### config.mk
export PLATFORM = sky130hd
export DESIGN_NAME = sram_rd_sender
export DESIGN_NICKNAME = d
export VERILOG_FILES = /design/src/rtl/sram_rd_sender.sv
export SDC_FILE = /design/constraint.sdc
export NUM_CORES = 1
export LEC_CHECK = 0
export ABC_AREA = 1
export BUFFER_PORTS_ARGS = -buffer_cell sky130_fd_sc_hd__buf_4
export CAP_MARGIN = 30
export CORE_AREA = 2 2 410 412
export CTS_BUF_LIST = sky130_fd_sc_hd__clkbuf_2
export CTS_CLUSTER_SIZE = 10
export DETAILED_ROUTE_END_ITERATION = 16
export DIE_AREA = 0 0 412 414
export PLACE_DENSITY = 0.5
export SYNTH_ARGS = -nofsm -noshare
export SYNTH_HDL_FRONTEND = slang
export SYNTH_SLANG_ARGS = --single-unit
### constraint.sdc
create_clock -name i_clk -period 22 [get_ports i_clk]
set_clock_uncertainty 0.05 [all_clocks]
set_input_delay 1.1 -clock i_clk [delete_from_list [all_inputs] [get_ports i_clk]]
set_output_delay 1.1 -clock i_clk [all_outputs]
set_load 0.005 [all_outputs]
### src/rtl/sram_rd_sender.sv
// sram_rd_sender: SRAM read-data channel transmitter with a 2-entry output queue.
// Define SRAM_RD_SENDER_TAG_EN to carry a per-vector tag bit alongside the data.
module sram_rd_sender #(
  parameter int DBW      = 16,
  parameter int VSIZE    = 32,
  parameter int NWORD    = 512,
  parameter int SRAM_ABW = $clog2(NWORD)
) (
  input  logic                 i_clk,
  input  logic                 i_rst,
  input  logic                 req_rdy,
  output logic                 req_ack,
  input  logic [SRAM_ABW-1:0]  i_raddr,
  output logic                 o_sram_re,
  output logic [SRAM_ABW-1:0]  o_sram_raddr,
  input  logic [DBW*VSIZE-1:0] i_sram_rdata,
  output logic                 sramrd_rdy,
  input  logic                 sramrd_ack,
  output logic [DBW-1:0]       o_sramrd [VSIZE]
`ifdef SRAM_RD_SENDER_TAG_EN
  ,
  input  logic                 i_rtag,
  output logic                 o_sramrd_tag
`endif
);
  logic                 r_inflight, r_head, r_tail;
  logic [1:0]           r_cnt;
  logic [DBW*VSIZE-1:0] r_mem [2];
  logic                 w_pop, w_push;
  assign w_pop        = sramrd_rdy && sramrd_ack;
  assign w_push       = r_inflight;
  // A pop this cycle frees a slot, so streaming never stalls the request side.
  assign req_ack      = req_rdy && ({1'b0, r_cnt} + {2'b0, r_inflight} < 3'd2 + {2'b0, w_pop});
  assign o_sram_re    = req_ack;
  assign o_sram_raddr = i_raddr;
  assign sramrd_rdy   = r_cnt != 2'd0;
  always_ff @(posedge i_clk or negedge i_rst) begin
    if (!i_rst) begin
      r_inflight <= 1'b0;
      r_head     <= 1'b0;
      r_tail     <= 1'b0;
      r_cnt      <= 2'd0;
    end else begin
      r_inflight <= req_ack;
      if (w_push) r_tail <= ~r_tail;
      if (w_pop) r_head <= ~r_head;
      r_cnt <= r_cnt + {1'b0, w_push} - {1'b0, w_pop};
    end
  end
  always_ff @(posedge i_clk) begin
    if (w_push) r_mem[r_tail] <= i_sram_rdata;
  end
  for (genvar l = 0; l < VSIZE; l++) begin : g_lane
    assign o_sramrd[l] = r_mem[r_head][l*DBW +: DBW];
  end
`ifdef SRAM_RD_SENDER_TAG_EN
  logic r_inflight_tag;
  logic r_tag [2];
  always_ff @(posedge i_clk or negedge i_rst) begin
    if (!i_rst) begin
      r_inflight_tag <= 1'b0;
      r_tag[0]       <= 1'b0;
      r_tag[1]       <= 1'b0;
    end else begin
      r_inflight_tag <= i_rtag;
      if (w_push) r_tag[r_tail] <= r_inflight_tag;
    end
  end
  assign o_sramrd_tag = r_tag[r_head];
`endif
endmodule
# Word level (Yosys, flattened, before mapping)
# Memory sizes are Yosys's and may differ from the RTL's.
# Cells that the tools add are included.
totals:
  in_bits: 525
  output_inout_bits: 524
  n_memories: 1
  wordCells: 17
  mem_bits_rw: 1024
  reg_bits: 5
op_classes:
  mux: 2
  n_bitwise: 2
  n_lt_le_gt_ge: 1
  add_sub_neg: 4
  n_reduce_logical: 3
memory_table:
  columns: ["memory", "depth", "word_bits", "rd", "rd_clocked_by_memory_dff", "write_ports", "line", "text"]
  rows:
  - ["r_mem", 2, 512, 1, 0, 1, "28", "logic [DBW*VSIZE-1:0] r_mem [2];"]
ops:
  columns: ["op", "n"]
  rows:
  - ["adder 2 x 1 -> 3 bit", 1]
  - ["adder 2 x 1 -> 3 bit (first input constant)", 1]
  - ["< comparator 3 bit", 1]
  - ["adder 2 x 1 -> 2 bit", 1]
  - ["logical AND 1 bit", 2]
  - ["two-way mux 1 bit", 2]
  - ["NOT 1 bit", 2]
  - ["nonzero test 2 bit", 1]
  - ["subtractor 2 x 1 -> 2 bit", 1]

# Longest topological paths before layout
# Gate-level depths: netlist of run 1.
logic_depth:
  ltp_word: 5
  ltp_mapped: 10
  ltp_nobuf: 10

# Worst setup path before layout of run 1
# No wires, ideal clock.
synth_timing:
  path_type: "flip-flop to flip-flop"
  from: "register r_inflight"
  to: "memory r_mem[0][0] (netlist bit) (enable)"
  required_ps: 20543
  synth_period_minus_slack_ps: 23239
  path_buffers: 0
  stages_incl_launch_ff: 3
  arrival_ps: 21782
  path_slack_ps: -1239
  path_cell_list: "dfrtp_1 -> inv_1 -> nor2_1"
synth_via:
  elab_chain_cells: 2
synth_lines:
  columns: ["element", "line", "text"]
  rows:
  - ["from (decl)", "26", "logic r_inflight, r_head, r_tail;"]
  - ["from (signal assigned)", "44", "r_inflight <= req_ack;"]
  - ["two-way mux 1 bit", "51", "if (w_push) r_mem[r_tail] <= i_sram_rdata;"]
  - ["two-way mux 1 bit (implied by the code)", "51", null]
  - ["to (decl)", "28", null]
# Every way passes these cells.

==> results of run 1 <==
per-layer routing:
metal	global-route usage (%)	vias up	part of all wire (%)
li1	-	13900	-
met4	7.92	52	4.6
met2	26.0	1122	50
met3	6.03	351	8.7
met5	0	-	0.24
met1	16.3	14000	37
registers in the layout, summed over array words and instances (netlist names):
| signal | count |
|---|---|
| r_cnt | 2 |
| r_head | 1 |
| r_mem | 1024 |
| r_tail | 1 |
| r_inflight | 1 |
layout make-up:
cell class	count	area share [%]
antenna	38	0.157
multi-input combinational	1554	9.77
clock buffer	424	3.51
tap	2204	4.57
inverter	10	0.118
sequential	1029	51.1
clock inverter	55	0.414
timing repair buffer	2086	30.3
power by group through the flow:
stage | registers [mW] | clock network (mW) | logic, mW
floorplan | 3.10 | 0 | 1.08
CTS | 2.83 | 1.38 | 2.63
global placement | 2.87 | 0 | 2.46
global route | 2.87 | 1.48 | 2.80
detailed placement | 2.87 | 0 | 2.47
finish | 2.83 | 1.32 | 2.57
logic make-up after synthesis:
family	Yosys count	synth area share, %
buffers and inverters	133	2.76
adders and majority gates	4	0.132
DFF	1029	81.7
AOI/OAI and AO/OA	1	0.0132
xor gates and xnor gates	4	0.0927
and+or+nand+nor	1545	15.3
worst max-delay path: cells and delay by family (launching register included):
| kind | cells | cell delay (ns) |
|---|---|---|
| and+or+nand+nor | 2 | 0.47 |
| buffers and inverters | 3 | 1.67 |
| DFF | 1 | 0.76 |
cell usage in the layout (no fill, tap or decap), types with 2 or more instances in the layout:
master,count
edfxtp_1,1024
buf_16,2
diode_2,38
dfrtp_1,4
inv_2,5
nand2_1,1543
clkinv_2,7
dlygate4sd3_1,1031
xor2_1,3
clkbuf_2,424
buf_4,1050
clkinv_1,40
ha_1,4
inv_1,8
buf_12,3
cells in the mapped netlist, drive strengths merged:
| cell type | n | area [sq um] |
|---|---|---|
| xor2 | 3 | 26.3 |
| nand3 | 1 | 5.00 |
| ha | 4 | 50.1 |
| dfrtp | 5 | 125 |
| nor2 | 1 | 3.75 |
| inv | 10 | 42.5 |
| nand2 | 1543 | 5790 |
| xnor2 | 1 | 8.76 |
| buf | 123 | 1000 |
| a21oi | 1 | 5.00 |
| edfxtp | 1024 | 30700 |
worst paths after layout:
check                                     endpoint  cells after the start                  from  slack [ns]
setup / recovery                     o_sramrd[322]                      5    r_head$_DFFE_PN0P_       16.11
hold / removal                r_inflight$_DFF_PN0_                      3                 i_rst        0.39
setup reg to reg           r_mem[0][128]$_DFFE_PP_                      6  r_inflight$_DFF_PN0_       17.62
hold reg to reg                 r_tail$_DFFE_PN0P_                      1    r_tail$_DFFE_PN0P_        0.50
max in group asynchronous       r_cnt[1]$_DFF_PN0_                      3                 i_rst       21.27
min in group i_clk              r_tail$_DFFE_PN0P_                      1    r_tail$_DFFE_PN0P_        0.50
==> impl_metrics.py, run 1 <==
metrics = {
    "timing": {
        "setup_tns_ns": 0,
        "timing.final.setup_violations": 0,
        "grt_setup_unrepaired": "false",
        "max_slew_vio_count": 0,
        "worstMarginPinSlew_ns": 1.30,
        "max_freq_mhz": 170,
        "relSlewSlack_pct": 13.4,
        "timing.final.hold_violations": 0,
        "min_period_over_period_pct": 26.8,
        "setup_ws_ns": 16.11,
        "hold_slack_ns": 0.391,
        "finalWorstPathRequiredPeriod_ns": 5.89,
    },
    "flow_run": {
        "drv_cap": 0,
    },
    "worst_setup_path": {
        "path_common_cell": "buf_4",
        "worst_path_largest_cell_delay_ns": 0.82,
        "timing.setup.critical_path_class": "flop to output port",
        "worst_setup_path_start_kind": "flop",
        "critPathCaptureType": "output port",
        "slowest_stage": "buf_4",
        "crit_chain": "buf_4 > buf_4 > nand2_1 > nand2_1 > buf_4",
        "required_ns": 20.85,
        "crit_arrival_ns": 4.74,
        "path_max_fanout": 75,
    },
    "finish": {
        "area_delta_synth_final_pct": 59.7,
        "fillers": 16400,
        "seq_area_sq_um": 30900,
        "stdcell_area_sq_um": 60400,
        "fin_cells": 7400,
        "multi_input_combinational_cell_area_sq_um": 5900,
        "post_route_cells_drive_above_1_share_pct": 29.0,
        "share_of_the_core_filled_with_cells_pct": 36.3,
        "nNetsFinal": 5508,
    },
    "yosys": {
        "yosysUniqueCellTypes": 15,
        "syn_inst": 2716,
        "synthesis.nets": 3245,
        "yosysWarnings": 0,
        "synth_seq_area_share_pct": 81.7,
        "synth.ff_latch_count": 1029,
        "synthesis.area_sq_um": 37800,
        "average_footprint_of_a_synthesized_cell_sq_um": 13.9,
    },
    "placement": {
        "port_buffers": 1030,
        "place.detailed.instances": 5851,
        "area_of_placed_instances_sq_um": 47600,
        "gp_congestion": 0.889,
        "detailed_place_hpwl_microns": 90700,
        "place_worst_setup_slack_ns": 17.61,
    },
    "pwr": {
        "pwr-share-seq_pct": 42.1,
        "switching_share_pct": 36.4,
        "pwr-share-comb_pct": 38.2,
        "power_per_cell_area_nw_per_um2": 111,
        "power.share.clock_pct": 19.7,
        "peakVddDrop_v": 0.0000820,
        "total_power_mw": 6.72,
        "p_int_mw": 4.28,
        "power.switching_mw": 2.44,
        "power.leakage_nw": 25.5,
    },
    "drt": {
        "routed_wire_length_per_instance_microns": 18.3,
        "route.vias.total": 29500,
        "route.detailed.vias_per_inst": 3.98,
        "postRouteAntennaNets": 0,
        "detail_route.drc_violations": 0,
        "drt_pre_antenna_iters": 6,
        "first_iter_violations": 1635,
        "postRouteWirelength_microns": 136000,
    },
    "clocking": {
        "clk_pin_slew_worst_paths_ns": 0.09,
        "cts_resized": 0,
        "cts_tree": "built",
        "cts_hold_repair.buffers": 1031,
        "clk-insertion-delay-late_ns": 1.66,
        "numCtsBuffers": 298,
        "cts_htree_levels": 5,
        "root_buffer": "clkbuf_2",
        "cts_sinks": 1029,
        "cts_post_setup_buffers_inserted": 0,
        "clockBufferDepth": 4,
    },
    "global_routing": {
        "initial_antenna_violation_count": 61,
        "grt_start_max_net_pins": 260,
        "number_of_global_route_vias_before_repair": 29900,
        "grt_pass1_wl_microns": 191000,
        "globalRouteOverflowTotal": 0,
        "gr-usage-all-layers_pct": 15.3,
    },
    "floorplanning": {
        "fp-row-count": 150,
        "chipWidth_microns": 412,
        "initial_utilization_pct": 22.7,
        "die_area_sq_um": 171000,
        "floorplan.die.height_microns": 414,
        "core_area_sq_um": 166000,
        "top_level_i_o_count": 1049,
    },
    "status": {
        "run_status": "finished, final reports clean",
    },
    "hold_path": {
        "hold_path.class": "primary input to asynchronous set/reset pin",
    },
}
Note: power is estimated with default switching activity, not from simulation.
==> run 2: changes to the inputs <==
- clock period: 22 -> 5.36 ns (I/O delays scaled with it)
==> run 2 against run 1 <==
The flow now stops in clock tree synthesis; synthesized area did not move; synthesized cell count unchanged.
==> impl_metrics.py, run 2 <==
metrics = {
    "yosys": {
        "yosys-top-cells-area": "edfxtp_1, nand2_1, buf_6, buf_2, buf_4",
        "synth-main-ff-cell": "edfxtp_1",
        "synth_seq_area_share_pct": 81.7,
        "synthesis.area_sq_um": 37800,
        "synth_edf_count": 1024,
        "syn_inst": 2716,
        "synthDominantAreaCellType": "edfxtp_1",
        "asyncSetResetFlopFracSynth_pct": 0.486,
        "synthesis.nets": 3245,
        "average_footprint_of_a_synthesized_cell_sq_um": 13.9,
        "post-synth-top-area-fraction_pct": 81.3,
        "synth.ff_latch_count": 1029,
        "synth.top_cells.by_count": "nand2_1, edfxtp_1, buf_6",
        "yosysUniqueCellTypes": 15,
        "yosysWarnings": 0,
        "most_common_cell_in_the_synthesized_netlist": "nand2_1",
    },
    "status": {
        "run.stop_error": "[ERROR RSZ-0060] Max buffer count reached.",
        "stop_stage": "clock tree synthesis",
        "run_status": "stopped before the end",
    },
    "clocking": {
        "cts_sinks": 1029,
        "cts_resized": 0,
        "cts_hold_repair.buffers": 1274,
        "numCtsBuffers": 298,
        "root_buffer": "clkbuf_2",
        "cts_htree_levels": 5,
        "cts_post_setup_buffers_inserted": 0,
        "clockBufferDepth": 4,
    },
    "placement": {
        "gp_congestion": 0.929,
        "port_buffers": 1030,
        "detailed_place_hpwl_microns": 89400,
    },
    "floorplanning": {
        "initial_utilization_pct": 22.7,
        "floorplan.die.height_microns": 414,
        "fp-row-count": 150,
        "top_level_i_o_count": 1049,
        "chipWidth_microns": 412,
    },
}
==> run 2: kinds of logic after synthesis <==
family | Yosys count | share of synthesized area [%]
adders and majority gates | 4 | 0.132
AOI/OAI and AO/OA | 1 | 0.0132
DFF | 1029 | 81.7
buffers and inverters | 133 | 2.76
and+or+nand+nor | 1545 | 15.3
xor gates and xnor gates | 4 | 0.0927
==> run 2: metrics by stage <==
stage | cell area [sq um] | TNS (ns) | cells | setup slack (ns) | hold slack, ns
2_1_floorplan | 37800 | -3295.51 | 2716 | -3.29 | -0.0776
3_3_place_gp | 47900 | 0 | 5879 | 2.44 | 0.0286
3_5_place_dp | 47900 | 0 | 5879 | 2.41 | 0.0298
==> run 3: changes to the inputs <==
- CORE_AREA: 2 2 410 412 -> 2 2 438 440
- CTS_BUF_LIST: sky130_fd_sc_hd__clkbuf_2 -> default
- CTS_CLUSTER_SIZE: 10 -> default
- DIE_AREA: 0 0 412 414 -> 0 0 440 442
- PLACE_DENSITY: 0.5 -> default
- PLACE_DENSITY_LB_ADDON: default -> 0.15
- clock period: 5.36 -> 7 ns (I/O delays scaled with it)
==> run 3 against run 2 <==
The run now ends clean.
==> impl_metrics.py, run 3 (synthesis gave the netlist of run 1 again) <==
metrics = {
    "placement": {
        "port_buffers": 1030,
        "detailed_place_hpwl_microns": 92000,
        "area_of_placed_instances_sq_um": 48100,
        "gp_congestion": 0.799,
    },
    "worst_setup_path": {
        "worst_r2r_startpoint": "r_inflight$_DFF_PN0_",
        "timing.setup.critical_path_class": "flop to output port",
        "path_max_fanout": 151,
        "crit_arrival_ns": 3.32,
        "timing_startpoint_of_the_critical_path": "r_head$_DFFE_PN0P_",
        "required_ns": 6.60,
        "worst_setup_path_start_kind": "flop",
        "critPathCaptureType": "output port",
    },
    "clocking": {
        "clk-insertion-delay-late_ns": 0.76,
        "cts_tree": "built",
        "cts_htree_levels": 3,
        "cts_resized": 0,
        "root_buffer": "clkbuf_16",
        "cts_post_setup_buffers_inserted": 0,
        "cts_hold_repair.buffers": 517,
        "clockBufferDepth": 3,
        "cts_sinks": 1029,
        "clk_pin_slew_worst_paths_ns": 0.06,
        "numCtsBuffers": 121,
    },
    "timing": {
        "relSlewSlack_pct": 22.8,
        "grt_setup_unrepaired": "false",
        "timing.final.setup_violations": 0,
        "max_freq_mhz": 269,
        "max_slew_vio_count": 0,
        "min_period_over_period_pct": 53.2,
        "setup_tns_ns": 0,
        "worstMarginPinSlew_ns": 1.16,
        "finalWorstPathRequiredPeriod_ns": 3.72,
        "timing.final.hold_violations": 0,
    },
    "drt": {
        "route.detailed.vias_per_inst": 3.71,
        "route.vias.total": 25600,
        "postRouteWirelength_microns": 135000,
        "first_iter_violations": 1261,
        "detail_route.drc_violations": 0,
        "routed_wire_length_per_instance_microns": 19.5,
        "drt_pre_antenna_iters": 5,
        "postRouteAntennaNets": 0,
    },
    "finish": {
        "highest_count_cells_in_the_layout_ignoring_fill_and_taps": "nand2_1, buf_4, edfxtp_1, dlygate4sd3_1, clkbuf_16",
        "reg_top3": "r_mem: 1024 flops, r_cnt: 2 flops",
        "share_of_the_core_filled_with_cells_pct": 30.0,
        "post_route_cells_drive_above_1_share_pct": 27.5,
        "layout.cells.most_common": "nand2_1",
        "multi_input_combinational_cell_area_sq_um": 5900,
        "largest_reg_flops": 1024,
        "nNetsFinal": 4818,
        "seq_area_sq_um": 30900,
        "regMostFlops": "r_mem",
        "fillers": 19400,
        "area_delta_synth_final_pct": 50.4,
        "stdcell_area_sq_um": 56800,
    },
    "pwr": {
        "pwr-share-comb_pct": 35.4,
        "power.leakage_nw": 23.2,
        "switching_share_pct": 34.2,
        "power_per_cell_area_nw_per_um2": 399,
        "peakVddDrop_v": 0.000280,
        "pwr-share-seq_pct": 39.1,
        "p_int_mw": 14.9,
        "power.switching_mw": 7.74,
        "power.share.clock_pct": 25.5,
    },
    "global_routing": {
        "gr-usage-all-layers_pct": 13.4,
        "grt_pass1_wl_microns": 190000,
        "initial_antenna_violation_count": 25,
        "grt_start_max_net_pins": 184,
        "number_of_global_route_vias_before_repair": 26300,
        "globalRouteOverflowTotal": 0,
    },
    "floorplanning": {
        "initial_utilization_pct": 19.9,
        "chipWidth_microns": 440,
        "die_area_sq_um": 194000,
        "floorplan.die.height_microns": 442,
        "core_area_sq_um": 190000,
        "fp-row-count": 160,
        "top_level_i_o_count": 1049,
    },
    "status": {
        "run_status": "finished, final reports clean",
    },
    "hold_path": {
        "hold_path.class": "primary input to flop",
        "holdCritStartpoint": "i_sram_rdata[502]",
    },
    "flow_run": {
        "drv_cap": 0,
    },
}
[run 3: path summary, 6_finish.rpt]
kind	depth (start not counted)	slack (ns)	endpoint
max	5	3.28	o_sramrd[453]
min	2	0.26	r_mem[1][502]$_DFFE_PP_
max reg2reg	4	4.43	r_mem[0][317]$_DFFE_PP_
min reg2reg	1	0.50	r_tail$_DFFE_PN0P_
max in group asynchronous	3	6.06	r_head$_DFFE_PN0P_
min in group asynchronous	3	0.59	r_inflight$_DFF_PN0_
[run 3: layout make-up]
| type | count | share of cell area (%) |
|---|---|---|
| antenna | 18 | 0.0792 |
| inverter | 10 | 0.119 |
| timing repair buffer | 1573 | 23.3 |
| multi-input combinational | 1554 | 10.4 |
| tap | 2511 | 5.53 |
| sequential | 1029 | 54.3 |
| clock buffer | 150 | 5.52 |
| clock inverter | 56 | 0.731 |
[run 3: power groups by stage]
stage,clock [mW],combinational (mW),sequential [mW]
3_3_place_gp,0,8.07,8.99
5_1_grt,6.24,8.84,8.98
4_1_cts,6.00,8.35,8.87
3_5_place_dp,0,8.05,8.99
2_1_floorplan,0,3.41,9.40
6_report,5.78,8.02,8.86
[run 3: through the flow]
stage,power [mW],setup WS (ns),cells,hold slack (ns)
2_1_floorplan,12.8,-1.65,2716,0.00441
3_3_place_gp,17.1,4.03,6159,0.123
3_5_place_dp,17.0,4.03,6160,0.125
4_1_cts,23.2,3.14,6883,0.149
5_1_grt,24.1,3.01,6897,0.181
6_report,22.7,3.28,6901,0.257
[run 3: critical path: stages, from the launching register on]
cell	delay, ns
dfrtp_4	0.51
buf_12	0.61
buf_12	0.43
nand2_1	0.10
nand2_1	0.24
buf_4	0.16
[run 3: layer usage]
layer / vias up / global-route usage, % / wire length [microns]
li1: 12400 / - / -
met2: 797 / 24.6 / 70900
met3: 248 / 4.21 / 9370
met5: - / 0 / 27
met1: 12200 / 14.1 / 49100
met4: 4 / 5.11 / 5190
